===== config.mk =====
export PLATFORM = sky130hd
export DESIGN_NAME = voice_allocator
export DESIGN_NICKNAME = d
export VERILOG_FILES = /design/src/rtl/music_pkg.sv /design/src/rtl/voice_picker.sv /design/src/rtl/voice_allocator.sv
export SDC_FILE = /design/constraint.sdc
export NUM_CORES = 1
export LEC_CHECK = 0
export CAP_MARGIN = 20
export CORE_AREA = 2 2 62 64
export DETAILED_ROUTE_END_ITERATION = 6
export DIE_AREA = 0 0 64 66
export PLACE_DENSITY = 0.78
export SLEW_MARGIN = 20
export SYNTH_ARGS = -nofsm -noshare
export SYNTH_HDL_FRONTEND = slang
export SYNTH_SLANG_ARGS = --single-unit

===== constraint.sdc =====
create_clock -name clk -period 2.4 [get_ports clk]
set_input_delay 0.6 -clock clk [delete_from_list [all_inputs] [get_ports clk]]
set_output_delay 0.6 -clock clk [all_outputs]
set_load 0.01 [all_outputs]

===== src/rtl/music_pkg.sv =====
// Shared definitions for the song playback path: song word field layout,
// the voice allocator FSM state encoding and the rest-note code.
package music_pkg;

  // Note record layout: [15]=0, [14:9] note, [8:3] duration, [2:1] stereo, [0] reserved.
  // Advance record layout: [15]=1, [5:0] wait beats.
  localparam int NOTE_W     = 6;
  localparam int DUR_W      = 6;
  localparam int STEREO_W   = 2;
  localparam int WAIT_W     = 6;
  localparam int ADV_BIT    = 15;
  localparam int NOTE_LSB   = 9;
  localparam int DUR_LSB    = 3;
  localparam int STEREO_LSB = 1;

  localparam logic [NOTE_W-1:0] REST_NOTE = '0;

  typedef enum logic [1:0] {
    IDLE,
    DISPATCH,
    WAIT_TIME,
    ACK
  } state_t;

endpackage


===== src/rtl/voice_picker.sv =====
// Combinational voice selection.
// Grants the lowest-index free voice; when every voice is busy it grants the
// voice with the largest age (lowest index on ties) and raises steal.
// Ports:
//   busy_mask  in   per-voice occupancy
//   ages       in   packed ages, voice i at [i*AGE_WIDTH +: AGE_WIDTH]
//   grant      out  one-hot selected voice
//   steal      out  1 when the grant displaces a busy voice
module voice_picker #(
  parameter int NUM_VOICES = 3,
  parameter int AGE_WIDTH  = 8
) (
  input  logic [NUM_VOICES-1:0]           busy_mask,
  input  logic [NUM_VOICES*AGE_WIDTH-1:0] ages,
  output logic [NUM_VOICES-1:0]           grant,
  output logic                            steal
);

  always_comb begin
    logic                 found;
    int                   oldest;
    logic [AGE_WIDTH-1:0] oldest_age;
    grant      = '0;
    steal      = 1'b0;
    found      = 1'b0;
    oldest     = 0;
    oldest_age = ages[AGE_WIDTH-1:0];
    for (int i = 0; i < NUM_VOICES; i++) begin
      if (!found && !busy_mask[i]) begin
        grant[i] = 1'b1;
        found    = 1'b1;
      end
    end
    if (!found) begin
      steal = 1'b1;
      // Strict '>' keeps the lowest index on equal ages.
      for (int i = 1; i < NUM_VOICES; i++) begin
        if (ages[i*AGE_WIDTH +: AGE_WIDTH] > oldest_age) begin
          oldest     = i;
          oldest_age = ages[i*AGE_WIDTH +: AGE_WIDTH];
        end
      end
      for (int i = 0; i < NUM_VOICES; i++) begin
        if (i == oldest) grant[i] = 1'b1;
      end
    end
  end

endmodule


===== src/rtl/voice_allocator.sv =====
// Scheduler between the song reader and the note_player voices.
// Decodes song words, loads notes into free voices (or steals the oldest),
// sequences advance records by gating play_enable to the players, and
// returns a one-cycle note_ack per consumed word.
// Optional feature macro VOICE_STEAL_EN: when defined, the oldest voice is
// stolen if all are busy; when undefined, DISPATCH stalls until a voice frees
// and steal_count / age counters are absent.
// Ports:
//   clk, reset (async, active-high)
//   play_enable, beat, note_in, note_valid, voice_done   inputs
//   note_ack, voice_load, voice_note, voice_duration, voice_stereo,
//   advance_time, busy_mask, steal_count                 outputs
module voice_allocator
  import music_pkg::*;
#(
  parameter int NUM_VOICES = 3,
  parameter int AGE_WIDTH  = 8
) (
  input  logic                  clk,
  input  logic                  reset,
  input  logic                  play_enable,
  input  logic                  beat,
  input  logic [15:0]           note_in,
  input  logic                  note_valid,
  output logic                  note_ack,
  input  logic [NUM_VOICES-1:0] voice_done,
  output logic [NUM_VOICES-1:0] voice_load,
  output logic [5:0]            voice_note,
  output logic [5:0]            voice_duration,
  output logic [1:0]            voice_stereo,
  output logic                  advance_time,
  output logic [NUM_VOICES-1:0] busy_mask,
  output logic [7:0]            steal_count
);

  state_t                          state, state_nxt;
  logic [NOTE_W-1:0]               note_q;
  logic [DUR_W-1:0]                dur_q;
  logic [STEREO_W-1:0]             stereo_q;
  logic [WAIT_W-1:0]               wait_q;
  logic [WAIT_W-1:0]               beat_cnt;
  logic [NUM_VOICES-1:0]           busy, grant, load;
  logic                            steal, can_load, accept;
  logic [NUM_VOICES*AGE_WIDTH-1:0] ages_flat;
  logic                            unused_reserved;

  assign unused_reserved = note_in[0];
  assign accept = (state == IDLE) && note_valid && play_enable;

  voice_picker #(
    .NUM_VOICES(NUM_VOICES),
    .AGE_WIDTH (AGE_WIDTH)
  ) u_picker (
    .busy_mask(busy),
    .ages     (ages_flat),
    .grant    (grant),
    .steal    (steal)
  );

`ifdef VOICE_STEAL_EN
  assign can_load = 1'b1;
`else
  // Without stealing, hold in DISPATCH until some voice is free.
  assign can_load = !steal;
`endif

  always_comb begin
    state_nxt    = state;
    load         = '0;
    note_ack     = 1'b0;
    advance_time = 1'b0;
    case (state)
      IDLE: begin
        if (accept) begin
          if (note_in[ADV_BIT])
            state_nxt = (note_in[WAIT_W-1:0] == '0) ? ACK : WAIT_TIME;
          else if (note_in[NOTE_LSB +: NOTE_W] == REST_NOTE)
            state_nxt = ACK;
          else
            state_nxt = DISPATCH;
        end
      end
      // Completes regardless of play_enable so a latched note is never lost.
      DISPATCH: begin
        if (can_load) begin
          load      = grant;
          state_nxt = ACK;
        end
      end
      WAIT_TIME: begin
        if (play_enable) begin
          advance_time = 1'b1;
          if (beat && (beat_cnt + WAIT_W'(1) == wait_q)) state_nxt = ACK;
        end
      end
      // The ack is always a single pulse; freezing here would repeat it.
      ACK: begin
        note_ack  = 1'b1;
        state_nxt = IDLE;
      end
      default: state_nxt = IDLE;
    endcase
  end

  always_ff @(posedge clk or posedge reset) begin
    if (reset) begin
      state    <= IDLE;
      note_q   <= '0;
      dur_q    <= '0;
      stereo_q <= '0;
      wait_q   <= '0;
      beat_cnt <= '0;
    end else begin
      state <= state_nxt;
      if (accept) begin
        note_q   <= note_in[NOTE_LSB +: NOTE_W];
        dur_q    <= note_in[DUR_LSB +: DUR_W];
        stereo_q <= note_in[STEREO_LSB +: STEREO_W];
        wait_q   <= note_in[WAIT_W-1:0];
        beat_cnt <= '0;
      end else if (state == WAIT_TIME && play_enable && beat) begin
        beat_cnt <= beat_cnt + WAIT_W'(1);
      end
    end
  end

  // A load in the same cycle as done keeps the voice busy.
  always_ff @(posedge clk or posedge reset) begin
    if (reset) busy <= '0;
    else       busy <= (busy & ~voice_done) | load;
  end

  assign voice_load     = load;
  assign busy_mask      = busy;
  assign voice_note     = (|load) ? note_q   : '0;
  assign voice_duration = (|load) ? dur_q    : '0;
  assign voice_stereo   = (|load) ? stereo_q : '0;

`ifdef VOICE_STEAL_EN
  logic [AGE_WIDTH-1:0] age [NUM_VOICES];
  logic [7:0]           steal_cnt;

  function automatic logic [AGE_WIDTH-1:0] age_sat_inc(input logic [AGE_WIDTH-1:0] a);
    return (&a) ? a : a + AGE_WIDTH'(1);
  endfunction

  function automatic logic [7:0] cnt_sat_inc(input logic [7:0] c);
    return (&c) ? c : c + 8'd1;
  endfunction

  always_ff @(posedge clk or posedge reset) begin
    if (reset) begin
      for (int i = 0; i < NUM_VOICES; i++) age[i] <= '0;
      steal_cnt <= '0;
    end else begin
      for (int i = 0; i < NUM_VOICES; i++) begin
        if (load[i])
          age[i] <= '0;
        else if (busy[i] && beat && play_enable)
          age[i] <= age_sat_inc(age[i]);
      end
      if ((|load) && steal) steal_cnt <= cnt_sat_inc(steal_cnt);
    end
  end

  always_comb begin
    for (int i = 0; i < NUM_VOICES; i++) ages_flat[i*AGE_WIDTH +: AGE_WIDTH] = age[i];
  end

  assign steal_count = steal_cnt;
`else
  assign ages_flat   = '0;
  assign steal_count = '0;
`endif

endmodule


After elaboration in Yosys (flattened, before gate mapping)
Cells that the tools add are included.
- register bits: 31
- output and inout bits: 30
- word-level logic and storage cells: 58
- bitwise operators: 3
- eq/ne operators: 8
- muxes and demuxes: 23
- reductions and logical operators: 16
- add/sub/neg operators: 1
- operator list (cell ; number):
    $mux 6 ; 4
    $mux 2 ; 7
    $logic_not 6->1 ; 2
    $mux 1 ; 9
    $ne 2x2->1 const B ; 4
    $pmux 2 s4 ; 1
    $logic_and 1x1->1 ; 7
    $add 6x1->6 const B ; 1
    $eq 6x6->1 ; 1
    $mux 3 ; 2
    $eq 2x2->1 const B ; 2
    $reduce_and 4->1 ; 1
    $and 3x3->3 ; 1
    $logic_not 1->1 ; 3
    $not 3->3 ; 1
    $or 3x3->3 ; 1
    $reduce_or 3->1 ; 1
    $eq 2x1->1 const B ; 1
    $logic_not 2->1 ; 1
    $reduce_bool 2->1 ; 1

Longest topological paths before layout
- depth after elaboration: 10
- mapped depth: 7

By module
A second synthesis with hierarchy kept.
- cell total of the unflattened synthesis: 210
- area, all modules: 2050.7 um^2
- by module, submodules not included (module ; sequential area each (um^2) ; times used ; cells an instance ; area an instance (um^2)):
    voice_allocator ; 650.6 ; 1 ; 143 ; 1503.9
    voice_picker ; 0.0 ; 1 ; 67 ; 546.8

Worst setup path before layout
OpenSTA, ideal clock, no wires.
- path type: register -> output
- from: register state[1]
- to: output voice_duration[0]
- path buffers: 1
- path slack: 0.473 ns
- cell stages (with the launch flop): 7
- arrival time: 1.327 ns
- cells stage by stage: dfrtp_1 > inv_1 > ha_1 > inv_1 > a31oi_1 > clkbuf_1 > and2_1
- cells in the longest elaborated chain, start to end: 4
- RTL lines (what ; line ; source):
    from (decl) ; voice_allocator.sv:36 ; state_t state, state_nxt;
    from (signal assigned) ; voice_allocator.sv:114 ; state <= state_nxt;
    $eq 2x1->1 ; voice_allocator.sv:72 ; case (state)
    $mux 3 ; voice_allocator.sv:72 ;
    $reduce_or 3->1 ; voice_allocator.sv:136 ; assign voice_duration = (|load) ? dur_q : '0;
    $mux 6 ; voice_allocator.sv:136 ;
    to (decl) ; voice_allocator.sv:29 ; output logic [5:0] voice_duration,
No other way between the ends.

Worst setup path after layout
- from: register state[1]
- to: output voice_note[1]
- cells in the longest elaborated chain, start to end: 4
- RTL lines (what ; line ; source):
    $eq 2x1->1 ; voice_allocator.sv:72 ;
    $mux 3 ; voice_allocator.sv:72 ;
    $reduce_or 3->1 ; voice_allocator.sv:135 ; assign voice_note = (|load) ? note_q : '0;
    $mux 6 ; voice_allocator.sv:135 ;
    to (decl) ; voice_allocator.sv:28 ; output logic [5:0] voice_note,
No other way between the ends.

==> qor.csv <==
metric;value;unit
CTS H-tree depth;1;
simple logic cell fraction of the synthesized area;0.1713;
mux share of post-synthesis cell area;0.1268;
total of hold buffers inserted after clock tree synthesis;0;
die span in y;66;um
Diodes inserted;0;
initial core utilization;0.4197;
HPWL after DPL;2665;um
first-pass GRT wire length;5899;um
wire per inst;14.63;um
Achievable Freq;439.7;MHz
routed wire length;3569;um
number of synthesized register bits;26;
unrepaired setup endpoints after global routing;false;
WHS Endpoint;dur_q[5]$_DFFE_PP0P_;
max_cap viols;0;
switching part of the total power;0.3811;
register-to-register path setup slack;550;ps
YS warnings;0;
initial DRC count;27;
fraction of the yosys area taken by sequential cells;0.4366;
Worst setup SP type;register;
non-filler cells, final;244;
overall die width;64;um
instance count after placement with tap cells included;236;
total power divided by cell area;1023;nW/um^2
number of buffer cells added on primary ports;45;
Post-Route Setup TNS;0;ps
cell taking the most area after synthesis;sky130_fd_sc_hd__dfrtp_1;
area of all placed cells without fillers;2027;sq um
clock tree buffer depth;2;
instance count of the mapped netlist;142;
length of the first detailed-routing pass in iterations;4;
Avg Inst Size Synth;10.49;sq um
Worst Hold Path Cells;1;
Area Growth Syn to Fin;36.02;%
Top Ports;54;
number of hold violations in the final report;0;
R2R Path End;beat_cnt[5]$_DFFE_PP0P_;
dominant combinational cell family by area after synthesis;simple AND/OR/NAND/NOR gates;
share of total power in combinational logic;0.527;
routed via count;1228;
arrival time at the worst endpoint;1670;ps
net count of the finished layout;227;
DRC Markers;0;
vias in the first global route;1305;
run status;finished clean;
core footprint;3551;sq um
crit path max fanout;7;
Congestion Overflow GR;0;
compound-cell area share of the yosys netlist;0.1016;
register area;651.9;sq um
share of layout cells above drive strength 1;0.2602;
kind of capture point of the worst setup path;output pin;
Mapped Area;1490;sq um
fraction of the cycle the final worst path needs;0.9477;
net switching component of the power;790.5;uW
number of endpoints failing setup at the final stage;0;
depth of the worst register-to-register path;8;
via count normalized by instance count;5.033;
number of standard-cell rows in the floorplan;22;
actual transition at the worst max-transition pin;517.8;ps
worst relative slew slack;0.6532;
portion of total power attributed to sequential cells;0.384;
number of clock sinks seen by CTS;26;
largest net degree at the start of global routing;27;
startpoint-to-endpoint class of the critical path;register to output pin;
RR Startpoint;state[1]$_DFFE_PP0P_;
TritonCTS clock tree;built;
Fill cells;299;
worst min-delay path startpoint;dur_q[5]$_DFFE_PP0P_;
Slew Limit Fails;0;
adder and majority gate portion of the synthesized area;0.04198;
Placer Congestion;0.7471;
final antenna-violating net count;0;
critical path required time;1800;ps
count of different cell masters after synthesis;36;
final critical path time including I/O delays and setup;2274;ps
post-CTS clock slew at the launch and capture registers of the worst setup and hold paths;140;ps
clk_lat worst skew;310;ps
Post-Synth XOR/XNOR Area;0.05290;
total area of multi-input combinational cells;799.5;sq um
worst hold slack after final layout;514.1;ps
clock network power share;0.089;
cell types occupying the most area after synthesis;sky130_fd_sc_hd__dfrtp_1 44%, sky130_fd_sc_hd__mux2_2 11%, sky130_fd_sc_hd__and2_1 6.7%;
worst-case clock skew;1.715;ps
GRT Total Usage;0.1800;
initial antenna violation count;0;
TritonCTS Buffers;3;
share of the synthesized area in the top cell type;0.4366;
peak supply drop;0.4401;mV
Die Footprint;4224;sq um
master cell of the clock root buffer;sky130_fd_sc_hd__clkbuf_4;
cell area after placement;1988;sq um
Hold Path Class;register to register;
static power due to leakage;0.9539;nW
Internal Pwr Total;1.284;mW
[power groups by stage]
stage	Sequential (mW)	Clock, mW	Combinational [mW]
floorplan	0.747	0	0.646
global placement	0.776	0	1.02
detailed placement	0.787	0	1.05
CTS	0.791	0.192	1.12
global route	0.823	0.218	1.20
finish	0.796	0.184	1.09
[flip-flops by register name, indices dropped and copies added (netlist names)]
signal,flops
state,2
wait_q,2
busy_mask,3
dur_q,6
stereo_q,1
beat_cnt,6
note_q,6
[placed cells by master (no fill, tap or decap), drive strengths merged, types with 2 or more instances in the layout]
| master | count |
|---|---|
| conb | 8 |
| or4 | 2 |
| o21ai | 8 |
| a31oi | 3 |
| nor2 | 7 |
| buf | 10 |
| clkbuf | 16 |
| nand4 | 2 |
| mux2i | 2 |
| inv | 8 |
| dfrtp | 26 |
| o311ai | 2 |
| clkdlybuf4s50 | 28 |
| and2 | 16 |
| xor2 | 5 |
| mux2 | 15 |
| ha | 5 |
| nand2 | 6 |
| dlymetal6s2s | 2 |
| xnor2 | 4 |
| a21o | 2 |
| nand3 | 5 |
[cell type report]
type                    count  share of cell area
flip-flops and latches     26              0.3216
inverters                   8             0.01481
well taps                  48             0.02963
clock buffers               3             0.01111
repair buffers             54              0.2284
multi-input cells         105              0.3944
[cells by family after synthesis]
kind of cell,after synthesis
and+or+nand+nor,44
muxes,17
adders and majority gates,5
AOI/OAI and AO/OA,22
xor gates and xnor gates,9
DFF,26
other,1
buffers and inverters,18
[critical path, cell delays in order, from the launching register on]
cell and delay (ps):
sky130_fd_sc_hd__dfrtp_1 410, sky130_fd_sc_hd__inv_2 80, sky130_fd_sc_hd__ha_4 140, sky130_fd_sc_hd__inv_2 50, sky130_fd_sc_hd__a31oi_4 170, sky130_fd_sc_hd__buf_4 150
sky130_fd_sc_hd__buf_6 100, sky130_fd_sc_hd__and2_1 120, sky130_fd_sc_hd__clkbuf_2 120
[what timing repair did]
action,in CTS,in global routing
resized for setup,38,23
buffers inserted,3,1
pin swaps,0,0
setup endpoints to repair,16,16
gates cloned,1,0
[metrics by stage]
step                power (mW)  worst slack, ps  utilization
detailed placement       1.842            15.41       0.5599
CTS                      2.099          0.05340       0.5846
global placement         1.801            50.11       0.5599
floorplan                1.393            472.7            -
finish                   2.075            125.6       0.5708
global route             2.241            20.72       0.5708
[synthesized netlist by cell type]
library cell,instances
sky130_fd_sc_hd__o21ai_1,1
sky130_fd_sc_hd__o211ai_1,1
sky130_fd_sc_hd__o41ai_1,1
sky130_fd_sc_hd__nor3_2,1
sky130_fd_sc_hd__and2_1,16
sky130_fd_sc_hd__o21ai_0,7
sky130_fd_sc_hd__mux2i_1,2
sky130_fd_sc_hd__ha_1,5
sky130_fd_sc_hd__a22o_1,1
sky130_fd_sc_hd__clkbuf_1,1
sky130_fd_sc_hd__a31oi_2,1
sky130_fd_sc_hd__nand2_1,6
sky130_fd_sc_hd__xor2_1,5
sky130_fd_sc_hd__buf_4,8
sky130_fd_sc_hd__o31ai_1,1
sky130_fd_sc_hd__conb_1,1
sky130_fd_sc_hd__nor4b_1,1
sky130_fd_sc_hd__o311ai_1,2
sky130_fd_sc_hd__nor2_1,7
sky130_fd_sc_hd__nand3b_1,1
sky130_fd_sc_hd__nor3b_1,1
sky130_fd_sc_hd__nand4_1,2
sky130_fd_sc_hd__o2bb2ai_1,1
sky130_fd_sc_hd__a21oi_1,1
sky130_fd_sc_hd__o21bai_1,1
sky130_fd_sc_hd__or4_1,2
sky130_fd_sc_hd__mux2_2,15
sky130_fd_sc_hd__xnor2_1,4
sky130_fd_sc_hd__a31oi_1,2
sky130_fd_sc_hd__buf_2,1
sky130_fd_sc_hd__a21o_1,2
sky130_fd_sc_hd__inv_1,8
sky130_fd_sc_hd__and4_1,1
sky130_fd_sc_hd__nand4bb_1,1
sky130_fd_sc_hd__nand3_1,5
sky130_fd_sc_hd__dfrtp_1,26
[worst max-delay path by stage]
stage / startpoint / endpoint / slack (ps) / cells after the start
floorplan: state[1]$_DFFE_PP0P_ / voice_duration[0] / 470 / 6
detailed placement: state[1]$_DFFE_PP0P_ / voice_duration[0] / 20 / 7
finish: state[1]$_DFFE_PP0P_ / voice_note[1] / 130 / 8
global route: state[1]$_DFFE_PP0P_ / voice_duration[1] / 20 / 8
CTS: state[1]$_DFFE_PP0P_ / voice_stereo[1] / 0.05 / 8
global placement: state[1]$_DFFE_PP0P_ / voice_duration[0] / 50 / 7
[layer usage]
metal  global-route usage  wire length [um]  vias up
met1               0.2139              1475      598
met4              0.05435                14        0
met3              0.03407               199        2
met5                    0                 0        -
met2               0.3281              1879       39
li1                     -                 -      589
(Power assumes the default switching activity.)
